==> config.mk <==
export PLATFORM = sky130hd
export DESIGN_NAME = mem_port_sequencer
export DESIGN_NICKNAME = d
export VERILOG_FILES = /design/src/rtl/mips_mem_pkg.sv /design/src/rtl/mem_req_arbiter.sv /design/src/rtl/mem_port_sequencer.sv
export SDC_FILE = /design/constraint.sdc
export NUM_CORES = 1
export LEC_CHECK = 0
export BUFFER_PORTS_ARGS = -buffer_cell sky130_fd_sc_hd__buf_2
export CAP_MARGIN = 20
export CELL_PAD_IN_SITES_DETAIL_PLACEMENT = 1
export CELL_PAD_IN_SITES_GLOBAL_PLACEMENT = 1
export CORE_ASPECT_RATIO = 1.4
export CORE_MARGIN = 2
export CORE_UTILIZATION = 39
export DETAILED_ROUTE_END_ITERATION = 8
export MAX_ROUTING_LAYER = met4
export PLACE_DENSITY = 0.95
export SYNTH_ARGS = -nofsm -noshare
export SYNTH_HDL_FRONTEND = slang
export SYNTH_SLANG_ARGS = --single-unit
==> constraint.sdc <==
create_clock -name Clk -period 4.16 [get_ports Clk]
set_input_delay 0 -clock Clk [delete_from_list [all_inputs] [get_ports Clk]]
set_output_delay 0 -clock Clk [all_outputs]
set_load 0.02 [all_outputs]
==> src/rtl/mips_mem_pkg.sv <==
// Shared types and constants for the unified-memory port sequencer of the multicycle MIPS core.
package mips_mem_pkg;

    localparam int MEM_WORDS_DEFAULT = 513;

    typedef enum logic [1:0] {
        IDLE,
        ACCESS,
        RESP
    } state_t;

    typedef enum logic {
        SRC_FETCH,
        SRC_DATA
    } src_t;

endpackage

==> src/rtl/mem_req_arbiter.sv <==
// Combinational priority select between the instruction-fetch and load/store requesters.
module mem_req_arbiter #(
    parameter int DATA_W     = 32,
    parameter int ADDR_W     = 32,
    parameter bit DATA_FIRST = 1'b1
) (
    input  logic              i_fetch_req,
    input  logic [ADDR_W-1:0] i_fetch_pc,
    input  logic              i_data_req,
    input  logic              i_data_we,
    input  logic [ADDR_W-1:0] i_data_addr,
    input  logic [DATA_W-1:0] i_data_wdata,
    output logic              o_grant,
    output logic              o_sel_data,
    output logic [ADDR_W-1:0] o_addr,
    output logic              o_we,
    output logic [DATA_W-1:0] o_wdata
);

    logic w_pick_data;

    generate
        if (DATA_FIRST) begin : g_data_first
            assign w_pick_data = i_data_req;
        end else begin : g_fetch_first
            assign w_pick_data = i_data_req && !i_fetch_req;
        end
    endgenerate

    // A fetch is always presented as a read with no write data, whatever data_we says.
    assign o_grant    = i_fetch_req | i_data_req;
    assign o_sel_data = w_pick_data;
    assign o_addr     = w_pick_data ? i_data_addr : i_fetch_pc;
    assign o_we       = w_pick_data & i_data_we;
    assign o_wdata    = w_pick_data ? i_data_wdata : '0;

endmodule

==> src/rtl/mem_port_sequencer.sv <==
// Serialises fetch and load/store requests onto the single Memory port and holds the
// instruction register (Instr) and memory data register (MemDataReg).
module mem_port_sequencer
    import mips_mem_pkg::*;
#(
    parameter int DATA_W     = 32,
    parameter int ADDR_W     = 32,
    parameter int MEM_WORDS  = MEM_WORDS_DEFAULT,
    parameter bit DATA_FIRST = 1'b1
) (
    input  logic              Clk,
    input  logic              Reset,
    input  logic              fetch_req,
    input  logic [ADDR_W-1:0] fetch_pc,
    output logic              fetch_ack,
    output logic              fetch_done,
    output logic [DATA_W-1:0] Instr,
    input  logic              data_req,
    input  logic              data_we,
    input  logic [ADDR_W-1:0] data_addr,
    input  logic [DATA_W-1:0] data_wdata,
    output logic              data_ack,
    output logic              data_done,
    output logic [DATA_W-1:0] MemDataReg,
    output logic              access_err,
    output logic [ADDR_W-1:0] mem_Address,
    output logic [DATA_W-1:0] mem_writeData,
    output logic              mem_writeEnable,
    input  logic [DATA_W-1:0] mem_MemData
);

    state_t            r_state;
    src_t              r_tag;
    logic              r_we;
    logic [ADDR_W-1:0] r_addr;
    logic [DATA_W-1:0] r_wdata;
    logic [DATA_W-1:0] r_instr;
    logic [DATA_W-1:0] r_mdr;
    logic              r_fetch_done;
    logic              r_data_done;
    logic              r_err;

    logic              w_grant;
    logic              w_sel_data;
    logic [ADDR_W-1:0] w_sel_addr;
    logic              w_sel_we;
    logic [DATA_W-1:0] w_sel_wdata;
    logic              w_accept;
    logic              w_in_range;
    logic [DATA_W-1:0] w_rdata;

    mem_req_arbiter #(
        .DATA_W     (DATA_W),
        .ADDR_W     (ADDR_W),
        .DATA_FIRST (DATA_FIRST)
    ) u_arbiter (
        .i_fetch_req  (fetch_req),
        .i_fetch_pc   (fetch_pc),
        .i_data_req   (data_req),
        .i_data_we    (data_we),
        .i_data_addr  (data_addr),
        .i_data_wdata (data_wdata),
        .o_grant      (w_grant),
        .o_sel_data   (w_sel_data),
        .o_addr       (w_sel_addr),
        .o_we         (w_sel_we),
        .o_wdata      (w_sel_wdata)
    );

    assign w_accept   = (r_state == IDLE) && w_grant && !Reset;
    assign w_in_range = (r_addr < ADDR_W'(MEM_WORDS));
    assign w_rdata    = w_in_range ? mem_MemData : '0;

    assign fetch_ack = w_accept && !w_sel_data;
    assign data_ack  = w_accept && w_sel_data;

    // The write strobe is gated by Reset so a store interrupted mid-access never lands.
    assign mem_writeEnable = (r_state == ACCESS) && (r_tag == SRC_DATA) && r_we
                             && w_in_range && !Reset;
    assign mem_Address     = r_addr;
    assign mem_writeData   = r_wdata;

    assign Instr      = r_instr;
    assign MemDataReg = r_mdr;
    assign fetch_done = r_fetch_done;
    assign data_done  = r_data_done;
    assign access_err = r_err;

    always_ff @(posedge Clk) begin
        if (Reset) begin
            r_state      <= IDLE;
            r_tag        <= SRC_FETCH;
            r_we         <= 1'b0;
            r_addr       <= '0;
            r_wdata      <= '0;
            r_instr      <= '0;
            r_mdr        <= '0;
            r_fetch_done <= 1'b0;
            r_data_done  <= 1'b0;
            r_err        <= 1'b0;
        end else begin
            r_fetch_done <= 1'b0;
            r_data_done  <= 1'b0;
            r_err        <= 1'b0;
            case (r_state)
                IDLE: begin
                    if (w_grant) begin
                        r_tag   <= w_sel_data ? SRC_DATA : SRC_FETCH;
                        r_addr  <= w_sel_addr;
                        r_we    <= w_sel_we;
                        r_wdata <= w_sel_wdata;
                        r_state <= ACCESS;
                    end
                end
                ACCESS: begin
                    if (!r_we) begin
                        if (r_tag == SRC_FETCH) begin
                            r_instr <= w_rdata;
                        end else begin
                            r_mdr <= w_rdata;
                        end
                    end
                    r_fetch_done <= (r_tag == SRC_FETCH);
                    r_data_done  <= (r_tag == SRC_DATA);
                    r_err        <= !w_in_range;
                    r_state      <= RESP;
                end
                RESP: begin
                    r_state <= IDLE;
                end
                default: begin
                    r_state <= IDLE;
                end
            endcase
        end
    end

endmodule

==> key figures, run 1 <==
Die
  • Initial Util: 39.87%
  • Rows: 55
  • Core area: 16170 sq um
  • Die height: 156.1 um
  • Die Area: 17590 sq um
  • Die Wd: 112.7 um
  • IO Pins: 267

Route
  • Aggregate routed wire length: 26220 um
  • Final antenna-violating net count: 0
  • Via-per-instance ratio: 5.635
  • Initial DRT Pass Iterations: 4
  • Via count: 6424
  • Drt wl/cell: 23.00 um
  • Post-route DRC: 0
  • Initial DRC Count: 443

Worst hold path
  • Worst min path class: input pin to flip-flop

Yosys
  • Syn avg cell area: 10.84 sq um
  • Adder-cell area share of the yosys netlist: 0%
  • Syn Inst Count: 595
  • Number of synthesized flops with an enable pin: 0
  • Area fraction of the dominant cell type after synthesis: 41.92%
  • Sequential cell area fraction in the yosys report: 41.92%
  • Xor and xnor fraction of the mapped netlist area: 0%
  • Synth warnings: 0
  • Post-synthesis mux area share: 4.968%
  • Top cells by area, synth: dfxtp_1, o41ai_2, nand3b_1, a211oi_2, mux2i_1
  • Commonest cells post-synth: dfxtp_1, nand2_1, nand3b_1
  • Most common cell in the synthesized netlist: dfxtp_1
  • Post-Synth Simple-Gate Area: 17.52%
  • Syn nets: 728
  • Synth Area in Compound Gates: 29.17%
  • Synth unique cells: 35
  • Main combinational cell family by area after synthesis: compound AO/OA/AOI/OAI gates
  • Dominant cell type by area after synthesis: dfxtp_1
  • #FFs+latches synth: 135
  • Netlist Area Pre-Place: 6447 sq um
  • Main synth FF type: dfxtp_1
  • Post-synthesis async set-or-reset flop share: 0%

Setup path
  • Worst Reg-to-Reg Cells: 3
  • Crit path from: mem_Address[16]
  • RR Startpoint: mem_Address[16]
  • FF-to-FF setup slack: 1.90 ns
  • Largest fanout on the critical path: 66
  • CP required: 4.16 ns
  • Critical Setup Path Class: flip-flop to primary output
  • Endpoint class of the critical path: primary output
  • Crit path DAT: 2.57 ns
  • CP Capture Point: mem_writeEnable
  • Reg-to-Reg End: Instr[23]
  • CP Launch Type: flip-flop

STA
  • Fmax achieved: 388.9 MHz
  • Final Hold Viols: 0
  • Final setup fails: 0
  • Fin. max-slew vios: 0
  • TNS Setup: 0 ns
  • Final period util: 61.81%
  • Worst-margin pin slew: 1.121 ns
  • Setup clock skew after layout: 0.01222 ns
  • RSZ-0062 raised after global routing: no
  • Worst rel slew slack: 25.25%
  • Post-layout min period: 2.571 ns

CTS
  • Max clock buf depth: 2
  • Root Driver: clkbuf_16
  • CTS Sinks: 135
  • Clk pin slew, worst setup/hold paths: 0.06 ns
  • Number of H-tree levels: 4
  • Clk_lat worst skew: 0.41 ns
  • Num CTS Buffers: 17
  • Postcts setup bufs: 0
  • CTS tree: built

Finish
  • Multi-input logic area: 3359 sq um
  • Share of layout cells above drive strength 1: 42.86%
  • Fillers: 1788
  • Non-filler cells, final: 1140
  • Area growth from synthesis to layout: 45.24%
  • Final nets: 1058
  • Post-Layout Inst Area: 9364 sq um
  • Reg area: 2703 sq um

Run status
  • Status: finished, final reports clean

Power
  • Clock share of power: 40.2%
  • Pint: 0.002494 W
  • Sequential power share: 39.5%
  • Max IR drop VDD: 0.2588 mV
  • Leak: 4.225 nW
  • Pwr dens: 382.0 nW/um^2
  • Net Sw Power: 0.001082 W
  • Combinational power share: 20.3%
  • Net Sw Frac: 30.26%

Placement
  • Gpl congestion: 0.7856
  • Port buffer count: 266
  • Area post-placement: 7731 sq um
  • Placed Cells: 998
  • Hpwl dp: 13560 um

Global route
  • Largest net degree at the start of global routing: 79
  • Number of global-route vias before repair: 7131
  • Gr ovfl total: 0
  • GRT Total Usage: 30.14%
  • First-pass GRT wire length: 40310 um
  • Initial antenna violation count: 3

Run
  • Max Cap Viol: 0
## critical path, cell delays in order, from the launching register on
cell and delay (ns):
dfxtp_1 0.33, nor4_1 0.50, nand2_4 0.64, nor4_1 0.47
buf_2 0.23
## registers in the layout, summed over array words and instances, names as in the netlist, 2 cells and up
register and cells:
r_state 2, mem_writeData 32, MemDataReg 32, Instr 32
mem_Address 32
## power groups by stage
| stage | Combinational [W] | Clock, W | Sequential [W] |
|---|---|---|---|
| 3_3_place_gp | 0.000599 | 0 | 0.00143 |
| 6_report | 0.000727 | 0.00144 | 0.00141 |
| 2_1_floorplan | 0.000362 | 0 | 0.00149 |
| 3_5_place_dp | 0.000613 | 0 | 0.00143 |
| 4_1_cts | 0.000700 | 0.00145 | 0.00140 |
| 5_1_grt | 0.000772 | 0.00151 | 0.00142 |
## per-stage QoR
step / worst slack [ns] / power [W] / util (%) / hold WS (ns)
after floorplan: 2.309 / 0.001853 / - / 0.1331
after global placement: 2.017 / 0.002025 / 47.81 / 0.2144
after detailed placement: 1.931 / 0.002043 / 47.81 / 0.2208
after CTS: 1.534 / 0.003550 / 57.86 / 0.0004134
after global routing: 1.389 / 0.003697 / 57.90 / 0.01101
final: 1.589 / 0.003577 / 57.90 / 0.007901
## cell type report
class / instances / share of cell area [%]
Multi-Input combinational cell: 386 / 35.88
Sequential cell: 135 / 28.86
Tap cell: 199 / 2.659
Timing Repair Buffer: 384 / 26.56
Clock buffer: 24 / 5.144
Antenna cell: 3 / 0.08017
Clock inverter: 8 / 0.7750
Inverter: 1 / 0.04009
## how the worst min path moves through the flow
stage	from	endpoint	slack, ns	cells past startpoint
finish	fetch_pc[30]	mem_Address[30]	0.008	3
CTS	data_addr[6]	mem_Address[6]	0.0004	3
detailed placement	data_wdata[13]	mem_writeData[13]	0.22	2
floorplan	data_wdata[18]	mem_writeData[18]	0.13	1
global route	fetch_pc[30]	mem_Address[30]	0.01	3
global placement	data_wdata[18]	mem_writeData[18]	0.21	2
## cell usage in the layout, fill, tap and decap left out, types with 3 or more instances in the layout
cell	instances
a211oi_2	30
a21oi_1	33
a22o_1	32
buf_2	265
buf_4	12
clkbuf_1	4
clkbuf_16	17
clkbuf_8	3
clkinv_2	4
clkinvlp_4	3
dfxtp_1	135
diode_2	3
dlygate4sd3_1	107
mux2i_1	32
nand2_1	65
nand3b_1	64
nor2_1	3
nor2b_1	33
nor4_1	7
o41ai_1	5
o41ai_2	59
## kinds of logic (layout without fill, tap and decap cells)
group	count (synthesis)	count (layout)
compound gates	166	166
buf+inv	74	417
flops	135	135
mux	32	32
other cells	0	3
simple gates	188	188
## metal layers
layer  wire length, um  GRT usage, %  up-vias
met5                 0             -        -
met4              1062         14.87        0
met3              1407         7.032       77
met2             14210         53.89      253
met1              9534         30.74     3205
li1                  -             -     2889
## timing repair
action,4_1_cts,5_1_grt
hold buffers,107,0
resized for setup,0,0
hold endpoints to repair,109,0
No activity file was read; power rests on OpenSTA's default activity.
==> run 2, diff against run 1 <==
--- a/config.mk
+++ b/config.mk
@@ -11,10 +11,10 @@
 export CELL_PAD_IN_SITES_GLOBAL_PLACEMENT = 1
 export CORE_ASPECT_RATIO = 1.4
 export CORE_MARGIN = 2
-export CORE_UTILIZATION = 39
+export CORE_UTILIZATION = 36
 export DETAILED_ROUTE_END_ITERATION = 8
 export MAX_ROUTING_LAYER = met4
-export PLACE_DENSITY = 0.95
+export PLACE_DENSITY = 0.9
 export SYNTH_ARGS = -nofsm -noshare
 export SYNTH_HDL_FRONTEND = slang
 export SYNTH_SLANG_ARGS = --single-unit
==> constraint.sdc (replaced) <==
create_clock -name Clk -period 2.5 [get_ports Clk]
set_input_delay 0 -clock Clk [delete_from_list [all_inputs] [get_ports Clk]]
set_output_delay 0 -clock Clk [all_outputs]
set_load 0.02 [all_outputs]
==> key figures, run 2 (synthesis results as in run 1) <==
Die
  • Rows: 57
  • Die height: 162.3 um
  • Die Wd: 117.1 um
  • Initial Util: 36.90%
  • Die Area: 19010 sq um
  • IO Pins: 267
  • Core area: 17470 sq um

Global route
  • Number of global-route vias before repair: 7075
  • Layer with the highest usage: met2
  • Met3 usage in global routing: 7.034%
  • Initial antenna violation count: 1
  • Met2 Use GR: 48.03%
  • First-pass GRT wire length: 40390 um
  • GRT Total Usage: 28.61%
  • Largest net degree at the start of global routing: 79
  • Met1 GRT Util: 30.15%
  • Gr ovfl total: 0

Power
  • Max IR drop VDD: 0.4533 mV
  • Sequential power share: 38.5%
  • Pwr dens: 635.6 nW/um^2
  • Clock share of power: 40.8%
  • Leak: 4.327 nW
  • Combinational power share: 20.6%
  • Pint: 0.004214 W
  • Net Sw Frac: 30.99%
  • Net Sw Power: 0.001893 W

Setup path
  • Critical path's slowest cell: dlygate4sd3_1
  • Crit path DAT: 2.73 ns
  • Critical Path Most Common Cell: dlygate4sd3_1
  • Cell Chain, Critical Path: nor2_4 > buf_12 > nand3_1 > dlygate4sd3_1 > a21oi_1 > dlygate4sd3_1
  • Endpoint class of the critical path: flip-flop
  • Worst Reg-to-Reg Cells: 6
  • CP Launch Type: flip-flop
  • CP required: 2.85 ns
  • Buf/Inv on CP: 3
  • CP peak stage delay: 0.59 ns
  • Critical Setup Path Class: flip-flop to flip-flop
  • Worst path depth: 6
  • Largest delay share family, worst path: buffers and inverters
  • Largest fanout on the critical path: 35

STA
  • Final period util: 95.26%
  • Post-layout min period: 2.382 ns
  • Final setup fails: 0
  • Fmax achieved: 419.9 MHz
  • RSZ-0062 raised after global routing: no
  • Setup clock skew after layout: 0.01428 ns
  • Worst-margin pin slew: 1.056 ns
  • Worst rel slew slack: 29.61%
  • Final Hold Viols: 0
  • TNS Setup: 0 ns
  • Fin. max-slew vios: 0

Worst hold path
  • Worst min path class: input pin to flip-flop
  • Cell depth of the worst hold path: 3

CTS
  • Num CTS Buffers: 17
  • Clk_lat worst skew: 0.42 ns
  • Root Driver: clkbuf_16
  • Max clock buf depth: 2
  • CTS tree: built
  • Number of H-tree levels: 4
  • CTS Sinks: 135
  • Clk pin slew, worst setup/hold paths: 0.06 ns

Route
  • Initial DRC Count: 490
  • Initial DRT Pass Iterations: 5
  • Drt wl/cell: 22.23 um
  • Aggregate routed wire length: 26450 um
  • Via count: 6407
  • Via-per-instance ratio: 5.384
  • Final antenna-violating net count: 0
  • Post-route DRC: 0

Placement
  • Gpl congestion: 0.7985
  • Port buffer count: 266
  • Area post-placement: 7835 sq um
  • Hpwl dp: 14190 um

Finish
  • Commonest non-fill, non-tap cell in the layout: buf_2
  • Most frequent cells in the layout: buf_2, dfxtp_1, dlygate4sd3_1
  • Area growth from synthesis to layout: 49.02%
  • Post-Layout Inst Area: 9608 sq um
  • Final nets: 1073
  • Final core occ: 54.99%
  • Share of layout cells above drive strength 1: 43.02%

Run
  • Max Cap Viol: 0

Run status
  • Status: finished, final reports clean
-- run 2: cell count changes in the layout (fill, tap and decap cells not counted), moves of 2 or more --
cell	change
dlygate4sd3_1	+10
clkinv_4	+6
clkbuf_1	-4
buf_12	+3
clkbuf_8	-3
buf_4	+2
diode_2	-2
-- run 2: final cells by class --
| class | instances | area, sq um |
|---|---|---|
| Sequential cell | 135 | 2703 |
| Clock inverter | 15 | 156.4 |
| Timing Repair Buffer | 399 | 2663 |
| Tap cell | 236 | 295.3 |
| Clock buffer | 17 | 425.4 |
| Inverter | 1 | 3.754 |
| Antenna cell | 1 | 2.502 |
| Fill cell | 1930 | 7865 |
| Multi-Input combinational cell | 386 | 3359 |
-- run 2: path summary, 6_finish.rpt --
| check | start | to | slack, ns |
|---|---|---|---|
| worst max register to register | r_state[1] | mem_writeData[27] | 0.12 |
| worst min register to register | mem_writeData[13] | mem_writeData[13] | 0.49 |
| worst max-delay path | r_state[1] | mem_writeData[27] | 0.12 |
| worst min-delay path | fetch_pc[7] | mem_Address[7] | 0.02 |
-- run 2: power groups by stage --
stage	clock [W]	combinational, W	sequential [W]
global placement	0	0.00102	0.00237
CTS	0.00252	0.00120	0.00234
global route	0.00262	0.00134	0.00236
floorplan	0	0.000603	0.00248
detailed placement	0	0.00104	0.00238
finish	0.00249	0.00126	0.00235
-- run 2: timing repair --
item / in CTS / in global routing
resized for setup: 0 / 4
setup buffers: 0 / 0
hold endpoints to repair: 116 / 0
setup endpoints to repair: 0 / 1
hold buffers: 117 / 0
-- run 2: worst reg2reg max path: stages, from the launching register on --
cell and delay (ns):
dfxtp_1 0.43, nor2_4 0.22, buf_12 0.22, nand3_1 0.13
dlygate4sd3_1 0.59, a21oi_1 0.15, dlygate4sd3_1 0.59
-- run 2: metrics by stage --
| stage | hold slack (ns) | std cells | power, W | setup slack [ns] |
|---|---|---|---|---|
| 2_1_floorplan | 0.1331 | 595 | 0.003083 | 0.6486 |
| 3_3_place_gp | 0.2153 | 1040 | 0.003392 | 0.6067 |
| 3_5_place_dp | 0.2224 | 1040 | 0.003420 | 0.5526 |
| 4_1_cts | 0.00001535 | 1189 | 0.006061 | 0.07810 |
| 5_1_grt | 0.01274 | 1190 | 0.006321 | 0.009428 |
| 6_report | 0.01665 | 1190 | 0.006107 | 0.1184 |
-- run 2: layer usage --
layer  vias to the layer above  share of wire, %  wire length, um
met4                         0               5.2             1363
met5                         -                 0                0
met3                        90               5.7             1512
li1                       2915                 -                -
met2                       261                52            13700
met1                      3141                37             9871
